$ cat src/rtl/mtm_alu_serializer_pkg.sv
// Shared frame constants, state encoding and CRC3 helper for the ALU serial link.
// The CRC function is also used by verification, so it stays free of module state.
package mtm_alu_pkg;

    localparam logic TYPE_DATA = 1'b0;
    localparam logic TYPE_CTL  = 1'b1;

    localparam int PKT_BITS     = 11;
    localparam int DATA_PKTS    = 4;
    localparam int PAYLOAD_BITS = PKT_BITS - 3;

    typedef enum logic [2:0] {
        ST_IDLE  = 3'd0,
        ST_START = 3'd1,
        ST_TYPE  = 3'd2,
        ST_DATA  = 3'd3,
        ST_STOP  = 3'd4
    } state_t;

    // CRC3, polynomial x^3+x+1, 37 data bits processed MSB first.
    function automatic logic [2:0] nextCRC3_D37(input logic [36:0] data, input logic [2:0] crc);
        logic [2:0] c;
        logic       fb;
        c = crc;
        for (int i = 36; i >= 0; i--) begin
            fb = c[2] ^ data[i];
            c  = {c[1], c[0] ^ fb, fb};
        end
        return c;
    endfunction

endpackage

$ cat src/rtl/mtm_alu_serializer_if.sv
// Result/strobe bus from the ALU core plus the serial line and busy back-pressure.
interface mtm_alu_serializer_if;
    logic [31:0] C;
    logic [3:0]  FLAGS;
    logic [5:0]  ERR_FLAGS;
    logic        valid;
    logic        sout;
    logic        busy;

    modport master (output C, FLAGS, ERR_FLAGS, valid, input sout, busy);
    modport slave  (input C, FLAGS, ERR_FLAGS, valid, output sout, busy);
endinterface

$ cat src/rtl/mtm_alu_serializer.sv
// Serialises one ALU result into 5 data/ctl packets, or 1 ctl packet on error.
// State | meaning: IDLE line high | START start bit | TYPE type bit | DATA 8 payload bits | STOP stop bit
module mtm_alu_serializer
    import mtm_alu_pkg::*;
(
    input  logic                 clk,
    input  logic                 rst,
    mtm_alu_serializer_if.slave  bus
);

    localparam logic [2:0] BIT_TOP  = 3'(PAYLOAD_BITS - 1);
    localparam logic [2:0] LAST_PKT = 3'(DATA_PKTS);

    state_t      r_state,   w_state_nxt;
    logic [2:0]  r_bit_cnt, w_bit_cnt_nxt;
    logic [2:0]  r_pkt_cnt, w_pkt_cnt_nxt;
    logic        r_err,     w_err_nxt;
    logic [31:0] r_c,       w_c_nxt;
    logic [7:0]  r_ctl,     w_ctl_nxt;

    logic [2:0]  w_crc;
    logic        w_err_any;
    logic [7:0]  w_err_byte;
    logic        w_last;
    logic [7:0]  w_data_byte;
    logic [7:0]  w_payload;
    logic        w_sout;
    logic        w_busy;

    assign w_crc      = nextCRC3_D37({bus.C, 1'b0, bus.FLAGS}, 3'b000);
    assign w_err_any  = |bus.ERR_FLAGS;
    assign w_err_byte = {1'b1, bus.ERR_FLAGS, ^{1'b1, bus.ERR_FLAGS}};

    // An error frame is a single ctl packet, so its only packet is also the last.
    assign w_last     = r_err | (r_pkt_cnt == LAST_PKT);
    assign w_payload  = w_last ? r_ctl : w_data_byte;

    always_comb begin
        w_data_byte = r_c[31:24];
        case (r_pkt_cnt[1:0])
            2'd0:    w_data_byte = r_c[31:24];
            2'd1:    w_data_byte = r_c[23:16];
            2'd2:    w_data_byte = r_c[15:8];
            default: w_data_byte = r_c[7:0];
        endcase
    end

    always_ff @(posedge clk or negedge rst) begin
        if (!rst) begin
            r_state   <= ST_IDLE;
            r_bit_cnt <= '0;
            r_pkt_cnt <= '0;
            r_err     <= 1'b0;
            r_c       <= '0;
            r_ctl     <= '0;
        end else begin
            r_state   <= w_state_nxt;
            r_bit_cnt <= w_bit_cnt_nxt;
            r_pkt_cnt <= w_pkt_cnt_nxt;
            r_err     <= w_err_nxt;
            r_c       <= w_c_nxt;
            r_ctl     <= w_ctl_nxt;
        end
    end

    always_comb begin
        w_state_nxt   = r_state;
        w_bit_cnt_nxt = r_bit_cnt;
        w_pkt_cnt_nxt = r_pkt_cnt;
        w_err_nxt     = r_err;
        w_c_nxt       = r_c;
        w_ctl_nxt     = r_ctl;
        w_sout        = 1'b1;
        w_busy        = 1'b1;

        case (r_state)
            ST_IDLE: begin
                w_busy = 1'b0;
                if (bus.valid) begin
                    w_state_nxt   = ST_START;
                    w_bit_cnt_nxt = BIT_TOP;
                    w_pkt_cnt_nxt = '0;
                    w_err_nxt     = w_err_any;
                    w_c_nxt       = bus.C;
                    w_ctl_nxt     = w_err_any ? w_err_byte : {1'b0, bus.FLAGS, w_crc};
                end
            end
            ST_START: begin
                w_sout      = 1'b0;
                w_state_nxt = ST_TYPE;
            end
            ST_TYPE: begin
                w_sout      = w_last ? TYPE_CTL : TYPE_DATA;
                w_state_nxt = ST_DATA;
            end
            ST_DATA: begin
                w_sout = w_payload[r_bit_cnt];
                if (r_bit_cnt == 3'd0) begin
                    w_state_nxt = ST_STOP;
                end else begin
                    w_bit_cnt_nxt = r_bit_cnt - 3'd1;
                end
            end
            ST_STOP: begin
                w_bit_cnt_nxt = BIT_TOP;
                if (w_last) begin
                    w_state_nxt   = ST_IDLE;
                    w_pkt_cnt_nxt = '0;
                end else begin
                    w_state_nxt   = ST_START;
                    w_pkt_cnt_nxt = r_pkt_cnt + 3'd1;
                end
            end
            default: begin
                w_busy      = 1'b0;
                w_state_nxt = ST_IDLE;
            end
        endcase
    end

    assign bus.sout = w_sout;
    assign bus.busy = w_busy;

endmodule

$ cat src/flat_wrapper.sv
// flat-port wrapper written by rule: the top's interface ports become plain ports
module mtm_alu_serializer_flat import mtm_alu_pkg::*;
  (clk, rst, bus_C, bus_FLAGS, bus_ERR_FLAGS, bus_valid, bus_sout, bus_busy);
  mtm_alu_serializer_if bus_i ();
  input  logic clk;
  input  logic rst;
  input wire logic [$bits(bus_i.C)-1:0] bus_C;
  input wire logic [$bits(bus_i.FLAGS)-1:0] bus_FLAGS;
  input wire logic [$bits(bus_i.ERR_FLAGS)-1:0] bus_ERR_FLAGS;
  input wire logic [$bits(bus_i.valid)-1:0] bus_valid;
  output wire logic [$bits(bus_i.sout)-1:0] bus_sout;
  output wire logic [$bits(bus_i.busy)-1:0] bus_busy;
  assign bus_i.C = bus_C;
  assign bus_i.FLAGS = bus_FLAGS;
  assign bus_i.ERR_FLAGS = bus_ERR_FLAGS;
  assign bus_i.valid = bus_valid;
  assign bus_sout = bus_i.sout;
  assign bus_busy = bus_i.busy;
  mtm_alu_serializer u_core (.clk(clk), .rst(rst), .bus(bus_i));
endmodule
$ cat config.mk
export PLATFORM = sky130hd
export DESIGN_NAME = mtm_alu_serializer_flat
export DESIGN_NICKNAME = d
export VERILOG_FILES = /design/src/rtl/mtm_alu_serializer_pkg.sv /design/src/rtl/mtm_alu_serializer_if.sv /design/src/rtl/mtm_alu_serializer.sv /design/src/flat_wrapper.sv
export SDC_FILE = /design/constraint.sdc
export NUM_CORES = 1
export LEC_CHECK = 0
export ABC_CLOCK_PERIOD_IN_PS = 3700
export BUFFER_PORTS_ARGS = -buffer_cell sky130_fd_sc_hd__buf_2
export CAP_MARGIN = 20
export CELL_PAD_IN_SITES_DETAIL_PLACEMENT = 0
export CELL_PAD_IN_SITES_GLOBAL_PLACEMENT = 2
export CORE_MARGIN = 2
export CORE_UTILIZATION = 39
export CTS_CLUSTER_SIZE = 10
export DETAILED_ROUTE_END_ITERATION = 8
export PLACE_DENSITY = 0.81
export SLEW_MARGIN = 40
export SYNTH_ARGS = -nofsm -noshare
export SYNTH_HDL_FRONTEND = slang
export SYNTH_SLANG_ARGS = --single-unit
export TNS_END_PERCENT = 5
$ cat constraint.sdc
create_clock -name clk -period 3.7 [get_ports clk]
set_input_delay 0.74 -clock clk [delete_from_list [all_inputs] [get_ports clk]]
set_output_delay 0.74 -clock clk [all_outputs]
set_load 0.01 [all_outputs]
### Word level (Yosys, flattened, before mapping)

Index checks and enable logic that the tools add are counted.

* register bits after elaboration: 50
* logic and storage cells: 120
* output and inout port bits: 2
* bits of input ports: 45

* bitwise operators: 71
* muxes and demuxes: 18
* add/sub/neg operators: 2
* reductions and logical operators: 12
* equal/unequal tests: 10
* order comparisons: 1

Operators by type and width (count)
* XOR 1 bit: 70
* one-hot mux 8 bit (3 select lines): 1
* two-way mux 3 bit: 6
* two-way mux 8 bit: 2
* one-hot mux 3 bit (5 select lines): 1
* one-hot mux 3 bit (3 select lines): 1
* parity 7 bit: 1
* equality test 3 x 2 -> 1 bit, second input constant: 2
* equality test 3 bit, second input constant: 2
* logical NOT 3 bit: 2
* one-hot mux 3 bit (2 select lines): 1
* AND reduction 2 bit: 3
* OR reduction 6 bit: 1
* less-than comparator 3 x 4 -> 1 bit, second input constant: 1
* two-way mux 1 bit: 4
* inequality test 2 bit, second input constant: 2
* OR reduction 4 bit: 1
* adder 3 x 1 -> 3 bit, second input constant: 1
* binary-select mux 1 bit (select 3 bit): 1
* equality test 3 x 1 -> 1 bit, second input constant: 1
* one-hot mux 1 bit (3 select lines): 1
* AND reduction 3 bit: 1
* nonzero test 3 bit: 1
* subtractor 3 x 1 -> 3 bit, second input constant: 1
* other kinds (6): 6

### Longest topological paths before layout

Gate-level depths: netlist of run 1.

* depth after elaboration: 36
* mapped depth: 9
* gate-level depth less buffers: 8

### Worst setup path after synthesis of run 1

No wires, ideal clock.

* path type: flip-flop to output port
* start: reg u_core.r_pkt_cnt[0]
* end: out bus_sout
* data arrival time: 1923 ps
* slack: 1037 ps
* stages on the path, launching flop included: 10
* required time: 2960 ps
* buffers on the path: 1
* cells stage by stage: dfrtp_1 inv_1 ha_1 clkbuf_1 a222oi_1 nand2_1 o211a_1 or4_1 a21oi_1 o31ai_1

* cells in the longest elaborated chain, start to end: 6
* elaborated cells on any way between the ends: 11
* classes of those cells: eq/ne (3); mux (6); bitwise (1); reduce/logical (1)

Ends and longest elaborated chain
* start, declared: RTL line mtm_alu_serializer.sv:16 `logic [2:0] r_pkt_cnt, w_pkt_cnt_nxt;`
* start signal, assigned: RTL line mtm_alu_serializer.sv:59 `r_pkt_cnt <= w_pkt_cnt_nxt;`
* equality test 2 bit, or another cell as far along: RTL line mtm_alu_serializer.sv:40 `case (r_pkt_cnt[1:0])`
* one-hot mux 8 bit (3 select lines) or OR 1 bit (tied branches): RTL line mtm_alu_serializer.sv:40, mtm_alu_serializer.sv:35
* two-way mux 8 bit: RTL line mtm_alu_serializer.sv:36 `assign w_payload = w_last ? r_ctl : w_data_byte;`
* binary-select mux 1 bit (select 3 bit): RTL line mtm_alu_serializer.sv:97 `w_sout = w_payload[r_bit_cnt];`
* two-way mux 1 bit (not written as such): RTL line mtm_alu_serializer.sv:97
* one-hot mux 1 bit (3 select lines) (*): RTL line mtm_alu_serializer.sv:76 `case (r_state)`
* end, declared: RTL line flat_wrapper.sv:11 `output wire logic [$bits(bus_i.sout)-1:0] bus_sout;`

Mark *: on every way between the ends. The rest lies on a longest branch, timed or not. The select of a mux whose other input is x is not followed.

### Worst setup path after layout of run 1

Same ends and word-level chain as after synthesis.

==> metrics.md, run 1 <==
| Metric | Value |
|---|---|
| Highest-count cells in the layout ignoring fill and taps | `dfrtp_1, buf_2, mux2_2` |
| Placed cell count | `389` |
| Slowest cell on the critical path | `dfrtp_1` |
| Metal2 WL | `2950 um` |
| Part of the power in combinational logic | `37.6%` |
| Htree depth | `2` |
| Final clock period utilization by the worst path | `87.2%` |
| Mean instance size in the synthesized netlist | `around 11 um2` |
| Outcome | `finished, final reports clean` |
| Final setup violation count | `0` |
| Number of rows in the core area | `30` |
| Required time at the worst-slack endpoint | `2960 ps` |
| Sequential fraction of design power | `44.6%` |
| Total Neg Setup Slack | `0 ps` |
| TritonCTS clock tree | `done` |
| Placeable core area | `0.00687 mm2` |
| Violation count after the first detailed-routing iteration | `108` |
| Detailed placement HPWL | `4860 um` |
| Number of flops mapped to enable cells by yosys | `0` |
| # diodes | `0` |
| Remaining Overflow, GRT | `0` |
| Total via count after detailed routing | `2,047` |
| Hold-fix buffers at CTS | `0` |
| Largest fanout of any net on the critical path | `8` |
| Number of vias per cell | `5.16` |
| IR drop worst, VDD | `289 uV` |
| Post-CTS setup repair buffer count | `0` |
| Most instantiated flip-flop cell in the synthesis netlist | `dfrtp_1` |
| Total internal power | `about 1.5 mW` |
| Buffer levels on the longest clock path | `2` |
| Layout cells sized above 1 | `30.2%` |
| Switching fraction of total power | `34.4%` |
| RSZ-0062 raised after global routing | `no` |
| Cell-by-cell trace of the critical path | `inv_1, ha_1, a222oi_1, nand2_1, o211a_1, or4_1, a21oi_1, o31ai_1, buf_2` |
| Highest signal layer in the routed design | `met4` |
| Wirelength per Cell | `approximately 16 um` |
| Proportion of power drawn by the clock network | `~18%` |
| Clock Skew | `around 5 ps` |
| Number of filler instances in the final layout | `662` |
| Crit Path Class | `flip-flop to output pin` |
| Number of sinks handled by clock tree synthesis | `49` |
| Number of slew-limit violations in the final report | `0` |
| Summed instance area of the synthesized netlist | `roughly 0.0028 mm2` |
| Peak per-stage delay on the critical path | `420 ps` |
| Startpoint type of the worst setup path | `flip-flop` |
| Met3 WL post-DR | `336 um` |
| Number of nets with antenna violations after routing | `0` |
| Synth cell types | `37` |
| Worst min-delay path category | `primary input to asynchronous set/reset pin` |
| Slew at the pin with the worst max-slew slack | `615 ps` |
| Area growth from synthesis to final layout | `15.8%` |
| Initial Util | `roughly 41%` |
| Sequential element share of the synthesized area | `~44%` |
| Total power after layout | `2.24 mW` |
| Reported net switching power | `771 uW` |
| Clock latency at the later pin of the worst-skew pair | `300 ps` |
| Total nets after synthesis | `312` |
| Headroom to the max-slew limit | `59.0%` |
| Fmax | `0.310 GHz` |
| Port Buffer Count | `46` |
| Leading cell type in the layout, fill and taps excluded | `dfrtp_1` |
| Fraction of synthesis flops using an asynchronous set or reset pin | `100%` |
| Routability cong. | `0.846` |
| Final Hold Fails | `0` |
| Initial antenna violation count | `0` |
| Die width | `88.8 um` |
| Number of global-route vias before repair | `2,093` |
| Minimum clock period | `about 3200 ps` |
| I/O pin total | `47` |
| Yosys warning count | `0` |
| Area used by multi-input combinational logic | `0.00148 mm2` |
| Flops & latches, synth | `between 40 and 50` |
| Area of the die | `0.00789 mm2` |
| First-pass iteration count of the detailed router | `4` |
| Crit. End Element | `output pin` |
| Clock slew at the register clock pins of the worst setup and hold paths | `approximately 90 ps` |
| Resize count post-CTS | `0` |
| Metal-1 WL | `2950 um` |
| Cell family with most CP delay | `compound AO/OA/AOI/OAI gates` |
| Largest net degree at the start of global routing | `50` |
| Wire length of the first global-routing pass | `between 10,000 and 15,000 um` |
| Crit path buf inv count | `2` |
| Remaining design rule violation count | `0` |
| Instance count of the mapped netlist | `roughly 260` |
| Register Area | `0.00123 mm2` |
| CTS Root Cell | `clkbuf_8` |
| Clock buffer count from CTS | `5` |
| Power per cell area | `690 mW/mm2` |
| Total wire length after detailed routing | `6280 um` |
| Standby leakage power | `1.49 nW` |
| Final Non-Filler Cells | `397` |
| Max-cap violations | `0` |
| Core Util, Final | `47.3%` |
| DIE HEIGHT | `88.8 um` |
| Global Route Usage Sum | `between 15 and 20%` |
| Count of nets after finishing | `355` |
| Worst path arrival time | `2490 ps` |
routing by layer:
layer	track usage [%]	up-vias
li1	-	1000
met2	28.2	51
met1	24.6	991
met5	0	-
met3	2.80	5
met4	4.13	0
sequential cells by signal, summed over array words and instances (netlist names):
name              count
u_core.r_bit_cnt      3
u_core.r_c           32
u_core.r_ctl          7
u_core.r_err          1
u_core.r_pkt_cnt      3
u_core.r_state        3
area by class of cell:
| type | count | area share [%] |
|---|---|---|
| clock buffers | 7 | 2.66 |
| repair buffers | 48 | 7.55 |
| inverters | 15 | 1.73 |
| well taps | 96 | 3.70 |
| clock inverters | 1 | 0.924 |
| multi-input cells | 181 | 45.7 |
| flip-flops and latches | 49 | 37.8 |
power by group through the flow:
stage	clock network, mW	logic, mW	registers, mW
3_3_place_gp	0	0.834	1.01
3_5_place_dp	0	0.849	1.01
2_1_floorplan	0	0.683	0.899
5_1_grt	0.432	0.949	1.03
6_report	0.398	0.843	1.00
4_1_cts	0.408	0.855	0.998
worst register-to-register path: cells and delay by family, from the launching register on:
family | cells | cell delay [ps]
DFF | 1 | 540
buffers and inverters | 1 | 500
muxes | 1 | 440
and+or+nand+nor | 1 | 270
Yosys cell counts (all sizes together), types with 2 or more instances:
cell type | count | area share, %
o21ai | 15 | 2.7
nor3 | 2 | 0.36
xnor2 | 27 | 8.4
o211ai | 2 | 0.54
mux2 | 32 | 13
a21oi | 19 | 3.4
ha | 10 | 4.5
xor2 | 5 | 1.6
mux2i | 2 | 0.71
nand2 | 15 | 2.0
xnor3 | 5 | 4.1
inv | 15 | 2.0
dfrtp | 49 | 44
clkbuf | 12 | 1.6
a22oi | 3 | 0.80
a31oi | 2 | 0.45
nor2 | 16 | 2.1
o31ai | 3 | 0.80
nand4 | 2 | 0.45
a222oi | 6 | 2.1
logic make-up after synthesis:
| logic type | Yosys count | synth area share, % |
|---|---|---|
| AO/OA/AOI/OAI | 58 | 13.3 |
| XOR/XNOR | 37 | 14.1 |
| adder cells (fa/ha/maj) | 10 | 4.46 |
| buffers and inverters | 27 | 3.61 |
| flip-flops | 49 | 43.7 |
| multiplexers | 35 | 14.4 |
| AND/OR/NAND/NOR | 41 | 6.38 |
per-stage QoR:
step                worst slack [ps]  hold slack [ps]  instance area (um2)
detailed placement               798              498                 3130
finish                           474              440                 3250
floorplan                       1040              444                 2810
CTS                              461              457                 3250
global route                     236              480                 3250
global placement                 857              496                 3130
final timing paths:
check,from,endpoint,slack (ps),depth (start not counted)
setup / recovery,u_core.r_pkt_cnt[0]$_DFFE_PN0P_,bus_sout,470,9
setup reg to reg,u_core.r_state[2]$_DFFE_PN0P_,u_core.r_c[5]$_DFFE_PN0P_,1850,3
min in group clk,u_core.r_ctl[1]$_DFFE_PN0P_,u_core.r_ctl[1]$_DFFE_PN0P_,510,1
hold reg to reg,u_core.r_ctl[1]$_DFFE_PN0P_,u_core.r_ctl[1]$_DFFE_PN0P_,510,1
hold / removal,rst,u_core.r_c[11]$_DFFE_PN0P_,440,1
max in group asynchronous,rst,u_core.r_c[2]$_DFFE_PN0P_,2510,2
Note: power is estimated with default switching activity, not from simulation.
==> run 2: changes to the inputs <==
--- a/config.mk
+++ b/config.mk
@@ -5,16 +5,17 @@
 export SDC_FILE = /design/constraint.sdc
 export NUM_CORES = 1
 export LEC_CHECK = 0
+export ABC_AREA = 1
 export ABC_CLOCK_PERIOD_IN_PS = 3700
 export BUFFER_PORTS_ARGS = -buffer_cell sky130_fd_sc_hd__buf_2
 export CAP_MARGIN = 20
-export CELL_PAD_IN_SITES_DETAIL_PLACEMENT = 0
-export CELL_PAD_IN_SITES_GLOBAL_PLACEMENT = 2
+export CELL_PAD_IN_SITES_DETAIL_PLACEMENT = 1
+export CELL_PAD_IN_SITES_GLOBAL_PLACEMENT = 1
 export CORE_MARGIN = 2
-export CORE_UTILIZATION = 39
+export CORE_UTILIZATION = 45
 export CTS_CLUSTER_SIZE = 10
 export DETAILED_ROUTE_END_ITERATION = 8
-export PLACE_DENSITY = 0.81
+export PLACE_DENSITY = 0.83
 export SLEW_MARGIN = 40
 export SYNTH_ARGS = -nofsm -noshare
 export SYNTH_HDL_FRONTEND = slang
==> metrics.md, run 2 <==
| Metric | Value |
|---|---|
| # diodes | `0 (unchanged)` |
| Final Hold Fails | `0 (unchanged)` |
| Worst flop-to-flop path endpoint | `u_core.r_ctl[5]$_DFFE_PN0P_` |
| Total via count after detailed routing | `3,962 (+94%)` |
| Headroom to the max-slew limit | `57.6% (-1.4 points)` |
| Portion of synthesized cell area occupied by the leading cell type | `34.4% (-9.3 points)` |
| Clock latency at the later pin of the worst-skew pair | `320 ps (+20 ps)` |
| Area growth from synthesis to final layout | `37.6%` |
| IR drop worst, VDD | `429 uV (+48%)` |
| Leading cell type in the layout, fill and taps excluded | `nand2_1` |
| Final Non-Filler Cells | `678 (+71%)` |
| Most numerous cell in the Yosys netlist | `nand2_1` |
| Die width | `93.0 um (+4.7%)` |
| Final clock period utilization by the worst path | `110% (+22 points)` |
| Power per cell area | `470 mW/mm2 (-32%)` |
| Origin of the critical flop-to-flop path | `u_core.r_state[0]$_DFFE_PN0P_` |
| Largest net degree at the start of global routing | `50 (unchanged)` |
| Global Route Usage Sum | `25.6% (+8.1 points)` |
| Peak per-stage delay on the critical path | `250 ps (-170 ps)` |
| Number of vias per cell | `5.84 (+13%)` |
| Placeable core area | `0.00769 mm2 (+12%)` |
| R2r worst-path depth | `7 (+4)` |
| Met2 layer usage reported by global route | `48.6% (+20 points)` |
| Remaining design rule violation count | `0 (unchanged)` |
| Total nets after synthesis | `575 (+84%)` |
| Number of slew-limit violations in the final report | `0 (unchanged)` |
| Highest-count cells in the layout ignoring fill and taps | `nand2_1, inv_1, nand2_2` |
| Startpoint type of the worst setup path | `primary input` |
| Violation count after the first detailed-routing iteration | `304 (+180%)` |
| Post-synth top cells | `nand2_1, inv_1, dfrtp_1, nand3_1, o21ai_0` |
| Crit Path Class | `primary input to flip-flop` |
| Layout cells sized above 1 | `37.8% (+7.6 points)` |
| RSZ-0062 raised after global routing | `yes` |
| Area of the die | `0.00865 mm2 (+9.7%)` |
| Slowest cell on the critical path | `xor2_2` |
| Routability cong. | `0.858 (+1.5%)` |
| Flops & latches, synth | `49 (unchanged)` |
| Worst min-delay path category | `primary input to asynchronous set/reset pin` |
| CTS Root Cell | `clkbuf_8` |
| Post-CTS setup repair buffer count | `0 (unchanged)` |
| Placed cell count | `670 (+72%)` |
| Number of rows in the core area | `32 (+6.7%)` |
| Max-cap violations | `0 (unchanged)` |
| I/O pin total | `47 (unchanged)` |
| Standby leakage power | `2.57 nW (+73%)` |
| Number of global-route vias before repair | `3,809 (+82%)` |
| Mean instance size in the synthesized netlist | `6.86 um2 (-37%)` |
| Post-Route Hold Slack | `430 ps (-10.4 ps)` |
| Final setup violation count | `3 (+3)` |
| Fmax | `0.247 GHz (-20%)` |
| Sequential element share of the synthesized area | `34.4% (-9.3 points)` |
| Crit. End Element | `flip-flop` |
| DIE HEIGHT | `93.0 um (+4.7%)` |
| Most frequent cell on the critical path | `nand2_4` |
| Fraction of synthesis flops using an asynchronous set or reset pin | `100% (unchanged)` |
| Violations in the final reports | `negative setup slack` |
| Initial Util | `46.4% (+5.5 points)` |
| Number of sinks handled by clock tree synthesis | `49 (unchanged)` |
| Clock Skew | `22.3 ps (+17.2 ps)` |
| Highest-utilization routing layer at the global route stage | `met2` |
| Fraction of met1 tracks used by global routing | `31.4% (+6.7 points)` |
| Detailed placement HPWL | `7780 um (+60%)` |
| Total wire length after detailed routing | `14,700 um (+130%)` |
| Clock buffer count from CTS | `5 (unchanged)` |
| Largest fanout of any net on the critical path | `4 (-4)` |
| Number of flip-flops in the largest register | `32 (unchanged)` |
| Yosys warning count | `0 (unchanged)` |
| R2r setup slk | `1430 ps (-420 ps)` |
| Slew at the pin with the worst max-slew slack | `636 ps (+20.3 ps)` |
| Summed instance area of the synthesized netlist | `0.00357 mm2 (+27%)` |
| Initial antenna violation count | `0 (unchanged)` |
| Port Buffer Count | `46 (unchanged)` |
| Largest Register | `u_core.r_c` |
| Number of nets with antenna violations after routing | `0 (unchanged)` |
| Number of flops mapped to enable cells by yosys | `0 (unchanged)` |
| Buffer levels on the longest clock path | `2 (unchanged)` |
| Wirelength per Cell | `21.7 um (+37%)` |
| Cell taking the most area after synthesis | `dfrtp_1` |
| Final worst-path setup slack | `-354 ps (-828 ps)` |
| Wire length of the first global-routing pass | `17,900 um (+72%)` |
| Required time at the worst-slack endpoint | `3920 ps (+960 ps)` |
| Largest registers | `u_core.r_c: 32 flops, u_core.r_ctl: 7 flops` |
| Remaining Overflow, GRT | `0 (unchanged)` |
| Outcome | `finished, violations left` |
| TritonCTS clock tree | `done` |
| Most instantiated flip-flop cell in the synthesis netlist | `dfrtp_1` |
| Synth cell types | `31 (-16%)` |
| Worst path arrival time | `4280 ps (+1790 ps)` |
| Instance count of the mapped netlist | `520 (+100%)` |
| Minimum clock period | `4050 ps (+828 ps)` |
| First-pass iteration count of the detailed router | `5 (+1)` |
| Htree depth | `2 (unchanged)` |
| Count of nets after finishing | `630 (+77%)` |
| Synth area leaders | `dfrtp_1, nand2_1, inv_1, nand3_1, o21ai_0` |
| Clock slew at the register clock pins of the worst setup and hold paths | `110 ps (+20 ps)` |
| Global-route track usage on met3 | `2.66% (-0.14 points)` |
[run 2: layout make-up]
| type | instances | area, um2 |
|---|---|---|
| Multi-Input combinational cell | 381 | 2720 |
| Sequential cell | 49 | 1230 |
| Tap cell | 102 | 128 |
| Clock inverter | 3 | 47.5 |
| Timing Repair Buffer | 61 | 397 |
| Inverter | 77 | 319 |
| Clock buffer | 5 | 68.8 |
| Fill cell | 936 | 2780 |
[run 2: critical path, delay by kind of cell]
kind	cells	cell delay (ps)
xor gates and xnor gates	1	250
buffers and inverters	3	260
and+or+nand+nor	34	2970
[run 2: kinds of logic after synthesis]
| kind of cell | Yosys count | synth area share, % |
|---|---|---|
| and+or+nand+nor | 278 | 35.6 |
| xor gates and xnor gates | 16 | 4.91 |
| AOI/OAI and AO/OA | 77 | 12.1 |
| DFF | 49 | 34.4 |
| buffers and inverters | 90 | 9.47 |
| adders and majority gates | 10 | 3.51 |
[run 2: worst max-delay path by stage]
stage | start | end | slack, ps
after floorplan | bus_C[29] | u_core.r_ctl[2]$_DFFE_PN0P_ | 190
after global placement | bus_C[29] | u_core.r_ctl[2]$_DFFE_PN0P_ | -300
after detailed placement | bus_C[29] | u_core.r_ctl[2]$_DFFE_PN0P_ | -570
after CTS | bus_C[31] | u_core.r_ctl[2]$_DFFE_PN0P_ | -90
after global routing | bus_C[31] | u_core.r_ctl[1]$_DFFE_PN0P_ | -630
final | bus_C[25] | u_core.r_ctl[1]$_DFFE_PN0P_ | -350
[run 2: report_power, final]
group | leakage, nW | switching, mW | internal, mW
logic | 1.87 | 0.898 | 0.452
registers | 0.640 | 0 | 0.535
clock network | 0.0591 | 0.213 | 0.207
[run 2: repair_timing]
item / in CTS / in global routing
hold buffers: 0 / 0
pin swaps: 38 / 63
setup endpoints to repair: 3 / 3
resized for setup: 63 / 132
endpoints found under the hold margin: 0 / 0
[run 2: metal layers]
metal | vias to the layer above | part of all wire [%]
met1 | 1959 | 39
met4 | 0 | 4.2
met5 | - | 0
li1 | 1769 | -
met3 | 56 | 4.3
met2 | 178 | 53
[run 2: through the flow]
step           cell area (um2)  total power [mW]  TNS [ps]  util [%]  setup WS, ps
6_report                  4910              2.30      -934      63.8          -354
5_1_grt                   4910              2.42     -1710      63.8          -628
4_1_cts                   4340              1.89      -174      56.4         -88.9
3_5_place_dp              3990              1.36     -1600      51.9          -566
3_3_place_gp              3990              1.30      -775      51.9          -301
2_1_floorplan             3570              1.17         0         -           192
